### src/rtl/csi2_frame_controller.sv
// csi2_frame_controller: tracks FS/FE on one virtual channel and forwards one long-packet
// data type as a first/last-marked 32-bit word stream, with sticky framing error flags.
module csi2_frame_controller #(
   parameter logic [1:0] VIRTUAL_CHANNEL = 2'd0,
   parameter logic [5:0] DATA_TYPE       = 6'h18
) (
   input  logic        clock,
   input  logic        reset_n,
   input  logic [1:0]  virtual_channel,
   input  logic [15:0] word_count,
   input  logic [5:0]  image_data_type,
   input  logic        interrupt,
   input  logic [31:0] image_data,
   input  logic        image_data_enable,
   input  logic        capture_request,
   input  logic        continuous,
   input  logic [15:0] expected_lines,
   output logic        busy,
   output logic [31:0] pixel_data,
   output logic        pixel_valid,
   output logic        pixel_first,
   output logic        pixel_last,
   output logic        frame_done,
   output logic [15:0] frame_number,
   output logic [15:0] line_count,
   output logic [3:0]  error
);
   typedef enum logic [2:0] {IDLE, ARMED, FRAME, LINE, SKIP} state_t;
   state_t state, state_nx, state_beat;
   logic [15:0] remaining, remaining_nx, remaining_beat, skip_len;
   logic [15:0] expected, expected_nx, line_beat, line_nx, frame_number_nx;
   logic [31:0] pixel_data_nx;
   logic [3:0]  error_nx;
   logic first, first_nx, beat, forward, line_end, frame_done_nx;
   logic ours, is_fs, is_fe, is_long, is_image, aligned, in_frame, restart;

   assign busy     = state != IDLE;
   assign ours     = virtual_channel == VIRTUAL_CHANNEL;
   assign is_fs    = interrupt && ours && image_data_type == 6'h00;
   assign is_fe    = interrupt && ours && image_data_type == 6'h01;
   assign is_long  = interrupt && image_data_type >= 6'h10;
   assign is_image = is_long && ours && image_data_type == DATA_TYPE;
   assign aligned  = word_count != 16'd0 && word_count[1:0] == 2'b00;
   assign skip_len = 16'((17'(word_count) + 17'd3) >> 2);

   // A beat in the same cycle as a header belongs to the packet already in flight.
   assign beat           = image_data_enable && (state == LINE || state == SKIP) && remaining != 16'd0;
   assign forward        = beat && state == LINE;
   assign line_end       = forward && remaining == 16'd1;
   assign remaining_beat = beat ? remaining - 16'd1 : remaining;
   assign state_beat     = beat && remaining == 16'd1 ? FRAME : state;
   assign line_beat      = line_end && line_count != 16'hFFFF ? line_count + 16'd1 : line_count;
   assign in_frame       = state_beat == FRAME || state_beat == LINE || state_beat == SKIP;
   assign restart        = is_fs && (state_beat == ARMED || in_frame);

   always_ff @(posedge clock or negedge reset_n) begin
      if (!reset_n) begin
         state        <= IDLE;
         remaining    <= '0;
         expected     <= '0;
         first        <= 1'b0;
         pixel_data   <= '0;
         pixel_valid  <= 1'b0;
         pixel_first  <= 1'b0;
         pixel_last   <= 1'b0;
         frame_done   <= 1'b0;
         frame_number <= '0;
         line_count   <= '0;
         error        <= '0;
      end else begin
         state        <= state_nx;
         remaining    <= remaining_nx;
         expected     <= expected_nx;
         first        <= first_nx;
         pixel_data   <= pixel_data_nx;
         pixel_valid  <= forward;
         pixel_first  <= forward && first;
         pixel_last   <= line_end;
         frame_done   <= frame_done_nx;
         frame_number <= frame_number_nx;
         line_count   <= line_nx;
         error        <= error_nx;
      end
   end

   always_comb begin
      state_nx     = state_beat;
      remaining_nx = remaining_beat;
      if (state == IDLE)
         state_nx = capture_request ? ARMED : IDLE;
      else if (restart)
         state_nx = FRAME;
      else if (interrupt && in_frame) begin
         state_nx = is_fe ? (continuous ? ARMED : IDLE) : FRAME;
         if (is_image && aligned) begin
            state_nx     = LINE;
            remaining_nx = word_count >> 2;
         end else if (is_long) begin
            state_nx     = skip_len != 16'd0 ? SKIP : FRAME;
            remaining_nx = skip_len;
         end
      end
   end

   always_comb begin
      pixel_data_nx   = forward ? image_data : pixel_data;
      first_nx        = restart || (first && !forward);
      line_nx         = restart ? 16'd0 : line_beat;
      frame_number_nx = restart ? word_count : frame_number;
      frame_done_nx   = is_fe && in_frame;
      expected_nx     = state == IDLE && capture_request ? expected_lines : expected;
      error_nx        = state == IDLE && capture_request ? 4'd0 : error | {
         in_frame && is_image && !aligned,
         in_frame && is_fs,
         interrupt && state_beat == LINE,
         frame_done_nx && expected != 16'd0 && line_beat != expected};
   end
endmodule
### config.mk
export PLATFORM = sky130hd
export DESIGN_NAME = csi2_frame_controller
export DESIGN_NICKNAME = d
export VERILOG_FILES = /design/src/rtl/csi2_frame_controller.sv
export SDC_FILE = /design/constraint.sdc
export NUM_CORES = 1
export LEC_CHECK = 0
export ABC_AREA = 1
export BUFFER_PORTS_ARGS = -buffer_cell sky130_fd_sc_hd__clkbuf_2
export CORE_AREA = 8 8 118 120
export CTS_CLUSTER_SIZE = 24
export DETAILED_ROUTE_END_ITERATION = 6
export DIE_AREA = 0 0 126 128
export HOLD_SLACK_MARGIN = 0.02
export PLACE_DENSITY = 0.76
export SLEW_MARGIN = 40
export SYNTH_ARGS = -nofsm -noshare
export SYNTH_HDL_FRONTEND = slang
export SYNTH_SLANG_ARGS = --single-unit
### constraint.sdc
create_clock -name clock -period 2.1 [get_ports clock]
set_input_delay 0.105 -clock clock [delete_from_list [all_inputs] [get_ports clock]]
set_output_delay 0.105 -clock clock [all_outputs]
set_load 0.01 [all_outputs]
==> run_results.csv <==
group,metric,value,unit
critical_path,slowest_delay,0.39,ns
sta,finalWorstSetupSlack,-0.08802,ns
route,drcViolationCount,0,
logic_synthesis,syn-mean-instance-area,7.437,µm²
logic_synthesis,synth.top_cell.area_share,0.4757,
critical_path,critical_path_required,2.35,ns
sta,drv_slew,0,
sta,setup_repair_after_global_routing_missed_its_margin,"yes",
min_path,min-delay-path-class,"primary input to register",
critical_path,critical_path.n_buffers_inverters,1,
outcome,violations,"negative setup slack",
die,dieHeight,128,µm
pwr,power.density,1037,nW/µm²
pwr,power.leakage,4.422,nW
grt,wire_length_of_the_first_global_routing_pass,28440,µm
die,core_area,12210,µm²
logic_synthesis,cell_taking_the_most_area_after_synthesis,"sky130_fd_sc_hd__dfrtp_1",
sta,tightestPinTransition,0.4474,ns
final_layout,drive_gt1_frac,0.2800,
grt,grt_use_total,0.2149,
route,via_count,5983,
pwr,vdd.ir_drop.worst,0.7493,mV
outcome,status,"complete, but fails checks",
die,floorplan.die_area,16130,µm²
flow_run,maxCapViolations,0,
die,initial_utilization,0.4654,
sta,timing.hold.ws,0.04795,ns
logic_synthesis,ys_seq_area_frac,0.4757,
final_layout,layout.cells.non_filler,1193,
place,finalWeightedCongestion,0.9025,
clocking,h-tree-depth,3,
critical_path,timing.critical_path.arrival,2.44,ns
critical_path,setup.worst_path.class,"register to register",
grt,via_count_of_the_first_global_routing_pass,6024,
critical_path,critical_path.cell_chain,"inv_1 > ha_2 > nand2_1 > nor2_1 > nand2_2 > nand2_4 > nor2_8 > nand3_4 > nand2_2 > nand2_2 > nand2_1 > nand2_1 > nor2_1 > nand2_1 > nor2_1 > nand2_1 > nand2_1 > a21oi_2",
sta,max-slew-margin-rel,0.6990,
clocking,numCtsBuffers,9,
logic_synthesis,synth.area.top_cells,"sky130_fd_sc_hd__dfrtp_1, sky130_fd_sc_hd__nand2_1, sky130_fd_sc_hd__nor2_1, sky130_fd_sc_hd__inv_1, sky130_fd_sc_hd__nand3_1",
logic_synthesis,synth_warnings,0,
critical_path,worst_setup_path_start_kind,"register",
logic_synthesis,register_bit_total_from_synthesis,108,
final_layout,finish.utilization,0.6665,
route,finalWirelength,17050,µm
sta,finalCritPeriodShare,1.042,
clocking,clk-insertion-delay-late,0.36,ns
clocking,clock_buffer_depth,2,
critical_path,cell_with_the_biggest_individual_delay_on_the_critical_path,"sky130_fd_sc_hd__dfrtp_1",
grt,grt_antenna_before_repair,1,
route,drtIter0Drc,393,
die,io_pins,151,
sta,finalSetupViolCount,1,
die,placementRows,41,
final_layout,mostFrequentLayoutCell,"sky130_fd_sc_hd__nand2_1",
sta,fin_worst_skew,0.01192,ns
route,final_antenna_net_count,0,
final_layout,final_net_count,1120,
final_layout,area_delta_synth_final,43.23,%
sta,fmaxAchievable,457.0,MHz
logic_synthesis,synthesis.nets,845,
critical_path,timing.critical_path.max_delay_family,"simple AND/OR/NAND/NOR gates",
die,dieWidth,126,µm
sta,clock_period_minus_final_worst_setup_slack,2.188,ns
route,drt_first_pass_iters,5,
critical_path,endpoint_kind,"register",
final_layout,antennaDiodeCount,0,
clocking,cts_tree,"done",
grt,largest_net_degree_at_the_start_of_global_routing,67,
logic_synthesis,synth_cell_type_count,36,
critical_path,critical-path-top-cell-by-count,"sky130_fd_sc_hd__nand2_1",
route,drt-wirelength-per-cell,14.29,µm
route,viasPerCell,5.015,
clocking,cts_sinks,108,
clocking,clock_transition_at_the_registers_of_the_reported_paths,0.07,ns
grt,gr-total-overflow,0,
final_layout,layout_common_cells,"sky130_fd_sc_hd__nand2_1, sky130_fd_sc_hd__clkbuf_2, sky130_fd_sc_hd__dfrtp_1, sky130_fd_sc_hd__nor2_1",
logic_synthesis,syn-cell-area,5682,µm²
place,dpl.hpwl,12340,µm
place,numPlacedInstances,1121,
logic_synthesis,post_synth_inst_count,764,
place,numPortBuffers,150,
sta,final-hold-violation-count,0,
critical_path,worstPathMaxFanout,8,
clocking,cts.root.buffer_cell,"sky130_fd_sc_hd__clkbuf_16",
state kept, by name, summed over array words and instances (netlist names):
signal and flops:
first 1, pixel_last 1, frame_number 16, pixel_valid 1
expected 16, remaining 16, pixel_first 1, error 4
state 3, frame_done 1, pixel_data 32, line_count 16
per-stage QoR:
| stage | area (µm²) | power (mW) | setup TNS [ns] | setup slack, ns |
|---|---|---|---|---|
| 2_1_floorplan | 5684 | 5.029 | 0 | 0.009792 |
| 3_3_place_gp | 7144 | 6.393 | -0.06972 | -0.06111 |
| 3_5_place_dp | 7144 | 6.480 | -0.3736 | -0.1261 |
| 4_1_cts | 8028 | 8.359 | -0.01311 | -0.01311 |
| 5_1_grt | 8138 | 9.054 | -0.7490 | -0.2480 |
| 6_report | 8138 | 8.435 | -0.08802 | -0.08802 |
cell type report:
class | instances | area, µm²
clock buffer | 10 | 229.0
multi-input combinational | 554 | 2719
fill | 1040 | 4071
sequential | 108 | 2703
timing repair buffer | 282 | 1919
clock inverter | 5 | 62.56
inverter | 84 | 317.8
tap | 150 | 187.7
repair_timing:
action                                 4_1_cts  5_1_grt
hold buffers                                52        0
endpoints found under the hold margin      159        0
setup endpoints to repair                    8        9
resized for setup                           14       28
cloned                                       1        0
pin swaps                                    5       21
setup buffers                                2        2
cell usage after synthesis:
cell / instances
sky130_fd_sc_hd__nor2_8: 1
sky130_fd_sc_hd__nor2_2: 5
sky130_fd_sc_hd__nor4_1: 7
sky130_fd_sc_hd__clkinv_1: 2
sky130_fd_sc_hd__o21ai_0: 48
sky130_fd_sc_hd__buf_1: 6
sky130_fd_sc_hd__o21ai_1: 1
sky130_fd_sc_hd__nor3b_1: 1
sky130_fd_sc_hd__nor2_4: 2
sky130_fd_sc_hd__nand4_2: 1
sky130_fd_sc_hd__clkbuf_1: 9
sky130_fd_sc_hd__nand2_1: 274
sky130_fd_sc_hd__nand2_4: 1
sky130_fd_sc_hd__o32ai_1: 1
sky130_fd_sc_hd__o22ai_1: 3
sky130_fd_sc_hd__o221ai_1: 1
sky130_fd_sc_hd__nand4_1: 8
sky130_fd_sc_hd__nor2_1: 82
sky130_fd_sc_hd__nand3_2: 1
sky130_fd_sc_hd__buf_6: 2
sky130_fd_sc_hd__nand3_4: 1
sky130_fd_sc_hd__a31oi_1: 2
sky130_fd_sc_hd__inv_2: 4
sky130_fd_sc_hd__o41ai_1: 7
sky130_fd_sc_hd__ha_1: 3
sky130_fd_sc_hd__buf_2: 2
sky130_fd_sc_hd__a41oi_1: 2
sky130_fd_sc_hd__o31ai_1: 2
sky130_fd_sc_hd__nor3_2: 4
sky130_fd_sc_hd__inv_1: 78
sky130_fd_sc_hd__nand3_1: 53
sky130_fd_sc_hd__dfrtp_1: 108
sky130_fd_sc_hd__xor2_1: 16
sky130_fd_sc_hd__a21oi_1: 13
sky130_fd_sc_hd__nor3_1: 10
sky130_fd_sc_hd__xnor2_1: 3
power breakdown:
part | switching [mW] | leakage (nW) | internal (mW)
clock | 0.776 | 0.140 | 0.927
combinational | 1.97 | 2.93 | 1.52
sequential | 0.475 | 1.35 | 2.77
total | 3.22 | 4.42 | 5.22
worst reg2reg max path, stage by stage (launching register included):
cell and delay [ns]:
sky130_fd_sc_hd__dfrtp_1 0.39, sky130_fd_sc_hd__inv_1 0.06, sky130_fd_sc_hd__ha_2 0.18, sky130_fd_sc_hd__nand2_1 0.06, sky130_fd_sc_hd__nor2_1 0.05, sky130_fd_sc_hd__nand2_2 0.10
sky130_fd_sc_hd__nand2_4 0.10, sky130_fd_sc_hd__nor2_8 0.17, sky130_fd_sc_hd__nand3_4 0.18, sky130_fd_sc_hd__nand2_2 0.14, sky130_fd_sc_hd__nand2_2 0.06, sky130_fd_sc_hd__nand2_1 0.06
sky130_fd_sc_hd__nand2_1 0.04, sky130_fd_sc_hd__nor2_1 0.12, sky130_fd_sc_hd__nand2_1 0.09, sky130_fd_sc_hd__nor2_1 0.10, sky130_fd_sc_hd__nand2_1 0.06, sky130_fd_sc_hd__nand2_1 0.07
sky130_fd_sc_hd__a21oi_2 0.05
metal layers:
layer  track usage  share of wire  up-vias
met5             0        0.00047        -
li1              -              -     2989
met4       0.06440          0.019        2
met1        0.2610           0.43     2790
met3       0.07155          0.072       24
met2        0.3557           0.48      178
worst paths after layout:
path	startpoint	end	slack [ns]	cells past startpoint
setup / recovery	remaining[0]$_DFF_PN0_	error[0]$_DFF_PN0_	-0.09	18
hold / removal	word_count[4]	frame_number[4]$_DFFE_PN0P_	0.05	3
hold reg to reg	pixel_data[21]$_DFFE_PN0N_	pixel_data[21]$_DFFE_PN0N_	0.48	2
setup reg to reg	remaining[0]$_DFF_PN0_	error[0]$_DFF_PN0_	-0.09	18
min in group asynchronous	reset_n	frame_number[10]$_DFFE_PN0P_	0.16	2
max in group asynchronous	reset_n	line_count[14]$_DFF_PN0_	1.30	3
cell families after synthesis:
logic type / count (synthesis) / synth area share
buffers and inverters: 103 / 0.07113
xor gates and xnor gates: 19 / 0.02929
DFF: 108 / 0.4757
AOI/OAI and AO/OA: 80 / 0.07972
adders and majority gates: 3 / 0.006607
and+or+nand+nor: 451 / 0.3376
Note: power is estimated with default switching activity, not from simulation.
